**config.mk**
```make
export PLATFORM = sky130hd
export DESIGN_NAME = dram_arbiter
export DESIGN_NICKNAME = d
export VERILOG_FILES = /design/src/rtl/dram_arbiter.sv
export SDC_FILE = /design/constraint.sdc
export NUM_CORES = 1
export LEC_CHECK = 0
export BUFFER_PORTS_ARGS = -buffer_cell sky130_fd_sc_hd__buf_2
export CORE_ASPECT_RATIO = 2
export CORE_UTILIZATION = 25
export DETAILED_ROUTE_END_ITERATION = 7
export PLACE_DENSITY = 0.55
export SYNTH_ARGS = -nofsm -noshare
export SYNTH_HDL_FRONTEND = slang
export SYNTH_SLANG_ARGS = --single-unit
```
**constraint.sdc**
```tcl
create_clock -name clk_in -period 5.6 [get_ports clk_in]
set_input_delay 0.56 -clock clk_in [delete_from_list [all_inputs] [get_ports clk_in]]
set_output_delay 0.56 -clock clk_in [all_outputs]
set_load 0.02 [all_outputs]
```
**src/rtl/dram_arbiter.sv**
```systemverilog
//------------------------------------------------------------------------------
// Module   : dram_arbiter
// Summary  : Single-port data-RAM arbiter that shares the RAM between the CPU
//            and a DMA/debug loader. The CPU has fixed priority, and a
//            starvation bound guarantees that the DMA side makes progress.
// Revision : 1.0 - initial release
//------------------------------------------------------------------------------
`default_nettype none

module dram_arbiter #(
    parameter int AW       = 16,
    parameter int DW       = 16,
    parameter int MAX_WAIT = 4
) (
    input  logic          clk_in,
    input  logic          reset,
    input  logic          cpu_req,
    input  logic          cpu_we,
    input  logic [AW-1:0] cpu_addr,
    input  logic [DW-1:0] cpu_wdata,
    output logic          cpu_ack,
    output logic [DW-1:0] cpu_rdata,
    input  logic          dma_req,
    input  logic          dma_we,
    input  logic [AW-1:0] dma_addr,
    input  logic [DW-1:0] dma_wdata,
    output logic          dma_ack,
    output logic [DW-1:0] dma_rdata,
    output logic [AW-1:0] mem_address,
    output logic [DW-1:0] mem_data,
    output logic          mem_wren,
    input  logic [DW-1:0] mem_q,
    output logic [1:0]    owner
);

    localparam logic [1:0] c_IDLE   = 2'd0;
    localparam logic [1:0] c_ACCESS = 2'd1;
    localparam logic [1:0] c_RDWAIT = 2'd2;
    localparam logic [1:0] c_DONE   = 2'd3;

    localparam logic [1:0] c_OWN_NONE = 2'b00;
    localparam logic [1:0] c_OWN_CPU  = 2'b01;
    localparam logic [1:0] c_OWN_DMA  = 2'b10;

    localparam logic [3:0] c_MAX_WAIT = 4'(MAX_WAIT);

    logic [1:0]    r_state;
    logic [1:0]    w_next_state;
    logic          r_we;
    logic [AW-1:0] r_addr;
    logic [DW-1:0] r_wdata;
    logic [1:0]    r_owner;
    logic [DW-1:0] r_cpu_rdata;
    logic [DW-1:0] r_dma_rdata;
    logic [3:0]    r_starve_cnt;
    logic          w_any_req;
    logic          w_dma_win;

    assign w_any_req = cpu_req | dma_req;
    // DMA only overrides a pending CPU request once the CPU has used up its streak.
    assign w_dma_win = dma_req & (~cpu_req | (r_starve_cnt == c_MAX_WAIT));

    always_ff @(posedge clk_in or posedge reset) begin
        if (reset) begin
            r_state <= c_IDLE;
        end else begin
            r_state <= w_next_state;
        end
    end

    always_comb begin
        w_next_state = r_state;
        case (r_state)
            c_IDLE:   w_next_state = w_any_req ? c_ACCESS : c_IDLE;
            c_ACCESS: w_next_state = r_we ? c_DONE : c_RDWAIT;
            c_RDWAIT: w_next_state = c_DONE;
            c_DONE:   w_next_state = c_IDLE;
            default:  w_next_state = c_IDLE;
        endcase
    end

    // State is reset asynchronously, so mem_wren falls as soon as reset rises.
    always_comb begin
        mem_address = '0;
        mem_data    = '0;
        mem_wren    = 1'b0;
        cpu_ack     = 1'b0;
        dma_ack     = 1'b0;
        case (r_state)
            c_ACCESS: begin
                mem_address = r_addr;
                mem_data    = r_wdata;
                mem_wren    = r_we;
            end
            c_RDWAIT: begin
                mem_address = r_addr;
            end
            c_DONE: begin
                cpu_ack = (r_owner == c_OWN_CPU);
                dma_ack = (r_owner == c_OWN_DMA);
            end
            default: begin
            end
        endcase
    end

    always_ff @(posedge clk_in or posedge reset) begin
        if (reset) begin
            r_we         <= 1'b0;
            r_addr       <= '0;
            r_wdata      <= '0;
            r_owner      <= c_OWN_NONE;
            r_cpu_rdata  <= '0;
            r_dma_rdata  <= '0;
            r_starve_cnt <= '0;
        end else begin
            case (r_state)
                c_IDLE: begin
                    if (w_any_req) begin
                        if (w_dma_win) begin
                            r_we         <= dma_we;
                            r_addr       <= dma_addr;
                            r_wdata      <= dma_wdata;
                            r_owner      <= c_OWN_DMA;
                            r_starve_cnt <= '0;
                        end else begin
                            r_we    <= cpu_we;
                            r_addr  <= cpu_addr;
                            r_wdata <= cpu_wdata;
                            r_owner <= c_OWN_CPU;
                            if (!dma_req) begin
                                r_starve_cnt <= '0;
                            end else if (r_starve_cnt != c_MAX_WAIT) begin
                                r_starve_cnt <= r_starve_cnt + 4'd1;
                            end
                        end
                    end else begin
                        r_starve_cnt <= '0;
                    end
                end
                c_RDWAIT: begin
                    if (r_owner == c_OWN_CPU) begin
                        r_cpu_rdata <= mem_q;
                    end else if (r_owner == c_OWN_DMA) begin
                        r_dma_rdata <= mem_q;
                    end
                end
                c_DONE: begin
                    r_owner <= c_OWN_NONE;
                end
                default: begin
                end
            endcase
        end
    end

    assign cpu_rdata = r_cpu_rdata;
    assign dma_rdata = r_dma_rdata;
    assign owner     = r_owner;

endmodule

`default_nettype wire

```
---- Yosys cells after proc, flatten, opt, wreduce, memory -nomap -nowiden ----
Index checks and enable logic that the tools add are counted.
word-level totals
  register bits after elaboration ......... 73
  input port bits ......................... 86
  output and inout bits ................... 69
  word-level logic and storage cells ...... 49
operators by class
  add/subtract/negate cells ............... 1
  equality and inequality tests ........... 9
  multiplexer cells ....................... 18
  bitwise gates (word level) .............. 5
  reduce and logical (&&, ||, !) cells .... 8
operator list
  kind                                                                   number
  16-bit 2-to-1 mux                                                      4
  4-bit 2-to-1 mux                                                       4
  2-bit case mux with 4 select lines                                     1
  2-bit AND reduction                                                    4
  2-bit equality test, second input constant                             3
  1-bit 2-to-1 mux                                                       6
  4-bit by 1-bit adder with 4-bit output, second input constant          1
  2-bit by 1-bit equality test with 1-bit output, second input constant  2
  4-bit by 3-bit equality test with 1-bit output, second input constant  1
  2-bit 2-to-1 mux                                                       2
  4-bit by 2-bit != test with 1-bit output, second input constant        1
  4-bit by 3-bit != test with 1-bit output, second input constant        1
  2-bit case mux with 2 select lines                                     1
  3-bit AND reduction                                                    1
  2-bit logical NOT                                                      1
  2-bit != test, second input constant                                   1
  1-bit NOT                                                              2
  1-bit OR                                                               2
  2-bit nonzero test                                                     1
  2-bit OR reduction                                                     1
  1-bit AND                                                              1

---- Longest topological paths before layout ----
Gate-level depths: netlist of the first run.
  depth after elaboration ................. 6
  gate-level depth with buffers ........... 8
  gate-level depth less buffers ........... 5

---- Worst setup path after synthesis of the first run ----
Ideal clock, no wire load.
  kind .................................... flip-flop to output port
  start ................................... register r_state[0]
  end ..................................... output port mem_address[14]
  arrival ................................. 1.207 ns
  required time ........................... 5.040 ns
  setup slack ............................. 3.833 ns
  stages on the path, launching flop included .. 5
  buffers on the path ..................... 1
  path through ............................ dfrtp_1 inv_1 ha_1 clkbuf_1 and2_1
on the way
  longest elaborated chain between the ends .. 3
  elaborated cells between the ends (all ways) .. 4
  those cells by class .................... eq/ne (2); mux (1); reduce/logical (1)
RTL lines
  element                                                                                       line  text
  start: declaration                                                                            47    logic [1:0] r_state;
  start signal: assignment                                                                      65    r_state <= c_IDLE;
  start signal: assignment                                                                      67    r_state <= w_next_state;
  2-bit by 1-bit equality test with 1-bit output / 2-bit equality test (equally long branches)  89    case (r_state)
  2-bit OR reduction (no line) *                                                                --
  16-bit 2-to-1 mux *                                                                           89
  end: declaration                                                                              29    output logic [AW-1:0] mem_address,
Every way passes the cells marked *; elsewhere a longest branch is shown, timed or not.

---- Final worst setup path of the first run ----
  start ................................... register r_state[0]
  end ..................................... register r_wdata[6]
on the way
  longest elaborated chain between the ends .. 2
RTL lines
  element                        line  text
  2-bit logical NOT              117   case (r_state)
  2-bit AND reduction (no line)  --
  end signal: assignment         123   r_wdata <= dma_wdata;
  end signal: assignment         129   r_wdata <= cpu_wdata;
  end: declaration               51    logic [DW-1:0] r_wdata;
No other way between the ends.
A chain may end at the register's enable or synchronous reset.

==> results of run 1 <==
[routing by layer]
layer / part of all wire / global-route usage / up-vias
met3: 0.034 / 0.0267 / 14
met4: 0.022 / 0.0667 / 0
met1: 0.38 / 0.160 / 1491
met5: 0 / 0 / -
met2: 0.57 / 0.276 / 99
li1: - / - / 1482
[worst reg2reg max path: stages (launching register included)]
cell and delay (ps):
dfrtp_1 400, inv_1 90, ha_2 830, o21a_2 740, nand2_1 130, o211ai_1 190
[metrics by stage]
stage	setup slack (ps)	cells	area [um2]	hold WS, ps
floorplan	3190	341	3620	448
global placement	3070	658	4490	472
detailed placement	3010	658	4490	477
CTS	3110	674	4780	461
global route	2870	674	4780	465
finish	3140	674	4780	476
[sequential cells by signal (all words and copies together) (netlist names)]
name,cells
r_addr,16
cpu_rdata,16
owner,2
r_starve_cnt,4
r_we,1
r_wdata,16
r_state,2
dma_rdata,16
[layout make-up]
cell class | instances | area [um2]
inverters | 8 | 31.3
multi-input cells | 233 | 1620
fillers | 1523 | 9270
repair buffers | 155 | 778
well taps | 189 | 236
flip-flops and latches | 73 | 1830
clock buffers | 13 | 250
clock inverters | 3 | 40.0
[final timing paths]
kind | slack (ps) | start | endpoint | cells after the start
setup reg to reg | 3140 | r_state[0]$_DFF_PP0_ | r_wdata[6]$_DFFE_PP0P_ | 5
hold reg to reg | 490 | r_addr[0]$_DFFE_PP0P_ | r_addr[0]$_DFFE_PP0P_ | 2
hold / removal | 480 | mem_q[12] | cpu_rdata[12]$_DFFE_PP0P_ | 2
min in group asynchronous | 550 | reset | dma_rdata[3]$_DFFE_PP0P_ | 3
setup / recovery | 3140 | r_state[0]$_DFF_PP0_ | r_wdata[6]$_DFFE_PP0P_ | 5
max in group asynchronous | 4450 | reset | r_starve_cnt[3]$_DFFE_PP0P_ | 3
[power groups by stage]
stage / clock [mW] / combinational (mW) / sequential [mW]
2_1_floorplan: 0 / 0.758 / 1.05
3_5_place_dp: 0 / 1.31 / 0.927
4_1_cts: 0.592 / 1.31 / 0.918
5_1_grt: 0.625 / 1.42 / 0.952
3_3_place_gp: 0 / 1.28 / 0.913
6_report: 0.568 / 1.29 / 0.914
[layout by cell type (no fill, tap or decap)]
cell type / n
nand4_1: 34
o211ai_2: 1
o21ai_0: 2
mux2_4: 2
ha_1: 5
bufinv_16: 1
dfrtp_1: 73
clkbuf_1: 3
and2b_1: 1
nand3b_4: 2
nand3b_1: 1
inv_1: 7
a32oi_1: 1
and2_1: 33
nor2_1: 1
clkbuf_8: 1
o21a_2: 1
mux2_2: 30
o2bb2ai_1: 1
o21ai_4: 2
and3b_1: 1
nand4b_2: 1
o22ai_1: 2
mux2i_1: 2
buf_2: 154
nand2_1: 68
nand2b_1: 1
nor3b_1: 2
clkbuf_16: 9
o31ai_1: 2
o211ai_1: 33
nand3_1: 3
buf_4: 1
ha_2: 1
clkinv_2: 3
[kinds of logic after synthesis]
family / after synthesis / synth area share
AND/OR/NAND/NOR: 148 / 0.219
adder cells (fa/ha/maj): 6 / 0.0207
flip-flops: 73 / 0.505
buffers and inverters: 35 / 0.0526
multiplexers: 34 / 0.107
AO/OA/AOI/OAI: 45 / 0.0954
==> metrics.cfg, run 1 <==
[status]
outcome = finished clean

[sta]
timing_hold_violations_final = 0
clock_skew_ps = 6.21
final_max_slew_viol_count = 0
period_share = 0.440
finalSetupViolCount = 0
worstMarginPinSlew_ps = 1030
layout_min_cycle_time_ps = 2460
rsz0062_at_grt = false
max_slew_margin = 0.307
fmax_ghz = 0.406
fin_tns_setup_ps = 0

[setup_path]
worstPathRequired_ps = 5840
slowest_stage = ha_2
path_buf_inv = 1
end_kind = register
crit_path_max_fanout = 46
slowest_delay_ps = 820
critPathTopFamily = compound AO/OA/AOI/OAI gates
cp_cell_sequence = inv_1, ha_2, o21a_2, nand2_1, o211ai_1
cp.arrival_ps = 2700
startpoint_type = register
worstSetupPathType = reg2reg

[pwr]
ir_drop_uv = 289
fin_total_pwr_mw = 2.77
share_comb_of_total_power = 0.466
seq_power_share = 0.330
swShare = 0.410
cellInternalPower_mw = 1.64
p_clk_frac = 0.205
powerDensity_nw_per_um2 = 581
p_sw_mw = 1.14
leakage_nw = 2.30

[placed_design]
port_buffers = 154
hpwl_um = 7590
gp_congestion = 0.733

[clock_network]
cts_tree = yes
cts_buffers = 9
htreeDepth = 3
ctsResizeCount = 0
cts_setup_buffers = 0
cts_hold_buf = 0
clk_pin_slew_ps = 60
worst_skew_pair.late_latency_ps = 330
root_buffer = clkbuf_16
cts.sinks = 73
clock_path_buffers = 2

[detailed_routing]
avgRoutedWirePerCell_um = 15.8
route.detailed.drc = 0
drt-initial-drc-count = 130
num_vias = 3086
wl_um = 10700
drtPass1Iterations = 4
ant_nets = 0
vias_per_cell = 4.58

[synthesis]
seq_area_frac_synth = 0.505
synth.most_common_cell = dfrtp_1
ys.flop_type = dfrtp_1
synth.area.top_cells = dfrtp_1 50%, mux2_2 9.3%, nand2_1 7.1%, o211ai_1 6.8%, nand4_1 5.9%
yosysTopAreaCell = dfrtp_1
synth_cell_types = 33
synth_commonest_cells = 73 x dfrtp_1, 68 x nand2_1, 34 x nand4_1
synth_async_sr_flop_share = 1.00
ys.warnings.count = 0
yosys.area.top_type_share = 0.505
syn-cell-area_um2 = 3620
ys_seq_elements = 73
avgSynthCellArea_um2 = 10.6
postSynthCellCount = 341
syn-num-nets = 433
synth-edff-count = 0

[grt]
antenna_found_initial = 0
grt_max_degree = 74
grt_pass1_vias = 3229
track_usage = 0.148
gr-total-overflow = 0
grt_pass1_wl_um = 16500

[die]
io_pins = 155
fp.coreArea_um2 = 14000
die_w_um = 87.1
placementRows = 61
die_area_um2 = 15000
die_h_um = 172
start_util = 0.258

[cells_and_area]
antennaDiodeCount = 0
post-route-util = 0.340
syn_to_final_growth_pct = 32.1
final_nets = 572
drive_gt1_frac = 0.431

[job]
max_cap_violations = 0

[min_path]
hold_class = in2reg

(Power assumes the default switching activity.)
==> run 2: changes to the inputs <==
==> constraint.sdc (replaced) <==
create_clock -name clk_in -period 2.5 [get_ports clk_in]
set_input_delay 0.25 -clock clk_in [delete_from_list [all_inputs] [get_ports clk_in]]
set_output_delay 0.25 -clock clk_in [all_outputs]
set_load 0.02 [all_outputs]
==> run 2 against run 1 <==
Compared with the run above:
- the run now ends with hold timing left
- worst hold slack lost 490 ps
- count of clock-buffer cells in the layout shrank 2
- die area is the same
- flip-flop and latch count is the same
- cell count grew 0.74%
- non-clock buffer count grew 5
- sequential power grew 120%
- sequential share of layout area shrank 0.82 points
- critical endpoint is now mem_wren
- largest cell class unchanged
==> metrics.cfg, run 2 (synthesized netlist as in run 1, its figures left out) <==
[detailed_routing]
dr.max_layer_used = met4
drtPass1Iterations = 4  ; unchanged
wl_met3_um = 370  ; +3.1%
met1_length_um = 4070  ; +0.67%
num_vias = 3166  ; +2.6%
routed-wl-met2_um = 5830  ; -3.3%
wl_um = 10500  ; -1.3%
vias_per_cell = 4.66  ; +1.8%
route.detailed.drc = 0  ; unchanged
avgRoutedWirePerCell_um = 15.5  ; -2.0%
ant_nets = 0  ; unchanged
drt-initial-drc-count = 113  ; -13%

[pwr]
ir_drop_uv = 412  ; +43%
powerDensity_nw_per_um2 = 1320  ; +130%
fin_total_pwr_mw = 6.43  ; +130%
leakage_nw = 2.35  ; +2.2%

[clock_network]
cts_hold_buf = 0  ; unchanged
clock_path_buffers = 2  ; unchanged
cts.sinks = 73  ; unchanged
cts_setup_buffers = 0  ; unchanged
ctsResizeCount = 0  ; unchanged
worst_skew_pair.late_latency_ps = 330  ; about the same
root_buffer = clkbuf_16
clk_pin_slew_ps = 60  ; about the same
cts_tree = yes
htreeDepth = 3  ; unchanged
cts_buffers = 9  ; unchanged

[cells_and_area]
fillerInstances = 1503  ; -1.3%
ff_latch_area_um2 = 1830  ; unchanged
final_nets = 577  ; +0.87%
multi_input_area_um2 = 1620  ; unchanged
antennaDiodeCount = 0  ; unchanged
final_cell_mix = 154 x buf_2, 73 x dfrtp_1, 68 x nand2_1
final_common_cell = buf_2
syn_to_final_growth_pct = 35.0
drive_gt1_frac = 0.441  ; +0.00989

[sta]
setup_slack_ps = 536  ; -2600 ps
timing_hold_violations_final = 20  ; +20
hold_slack_ps = -13.4  ; -489 ps
clock_skew_ps = 8.11  ; +1.91 ps
rsz0062_at_grt = false
max_slew_margin = 0.326  ; +0.0187
layout_min_cycle_time_ps = 1960
fmax_ghz = 0.509
finalSetupViolCount = 0  ; unchanged
period_share = 0.785
final_max_slew_viol_count = 0  ; unchanged
worstMarginPinSlew_ps = 1010  ; -27.9 ps
fin_tns_setup_ps = 0  ; unchanged

[setup_path]
worstSetupPathType = reg2out
worstPathRequired_ps = 2250  ; -3590 ps
cp.arrival_ps = 1710  ; -990 ps
end_kind = output pin
startpoint_type = register
crit_path_max_fanout = 17  ; -63%

[status]
violations = hold timing
outcome = complete, but fails checks

[die]
start_util = 0.258  ; unchanged
fp.coreArea_um2 = 14000  ; unchanged
io_pins = 155  ; unchanged
die_h_um = 172  ; unchanged
placementRows = 61  ; unchanged
die_area_um2 = 15000  ; unchanged
die_w_um = 87.1  ; unchanged

[grt]
gr-total-overflow = 0  ; unchanged
track_usage = 0.143  ; -0.00581
grt_pass1_vias = 3272  ; +1.3%
grt_max_degree = 39  ; -47%
grt_pass1_wl_um = 16000  ; -2.8%
antenna_found_initial = 0  ; unchanged

[placed_design]
place_worst_setup_slack_ps = 695  ; -2320 ps
gp_congestion = 0.788  ; +7.5%
hpwl_um = 7860  ; +3.5%
port_buffers = 154  ; unchanged

[job]
max_cap_violations = 0  ; unchanged

[min_path]
hold_class = in2async

-- run 2: where the power goes --
part | switching, mW | internal, mW
registers | 0.291 | 1.75
logic | 1.77 | 1.14
clock network | 0.483 | 1.00
-- run 2: area by class of cell --
cell class,count,share of cell area
Multi-Input combinational cell,233,0.331
Clock inverter,5,0.0210
Sequential cell,73,0.374
Tap cell,189,0.0484
Clock buffer,11,0.0497
Timing Repair Buffer,160,0.170
Inverter,8,0.00641
-- run 2: metal layers --
| metal | global-route usage | vias up |
|---|---|---|
| li1 | - | 1497 |
| met1 | 0.149 | 1557 |
| met2 | 0.267 | 97 |
| met3 | 0.0224 | 15 |
| met4 | 0.0746 | 0 |
| met5 | 0 | - |
-- run 2: critical path, stage by stage, from the launching register on --
cell and delay [ps]:
dfrtp_1 390, inv_1 90, ha_1 490, and2_1 230, buf_2 180
-- run 2: final timing paths --
kind | from | end | slack [ps] | cells after the start
setup / recovery | r_state[1]$_DFF_PP0_ | mem_wren | 540 | 4
max in group asynchronous | reset | cpu_rdata[13]$_DFFE_PP0P_ | 1890 | 3
setup reg to reg | r_starve_cnt[0]$_DFFE_PP0P_ | r_wdata[3]$_DFFE_PP0P_ | 670 | 6
hold / removal | reset | r_wdata[7]$_DFFE_PP0P_ | -10 | 2
min in group clk_in | mem_q[2] | cpu_rdata[2]$_DFFE_PP0P_ | 160 | 2
hold reg to reg | r_wdata[9]$_DFFE_PP0P_ | r_wdata[9]$_DFFE_PP0P_ | 490 | 2
-- run 2: stage by stage --
| stage | util | instances | cell area [um2] |
|---|---|---|---|
| finish | 0.348 | 679 | 4880 |
| global route | 0.348 | 679 | 4880 |
| CTS | 0.348 | 679 | 4880 |
| detailed placement | 0.323 | 663 | 4540 |
| global placement | 0.323 | 663 | 4540 |
| floorplan | - | 341 | 3620 |
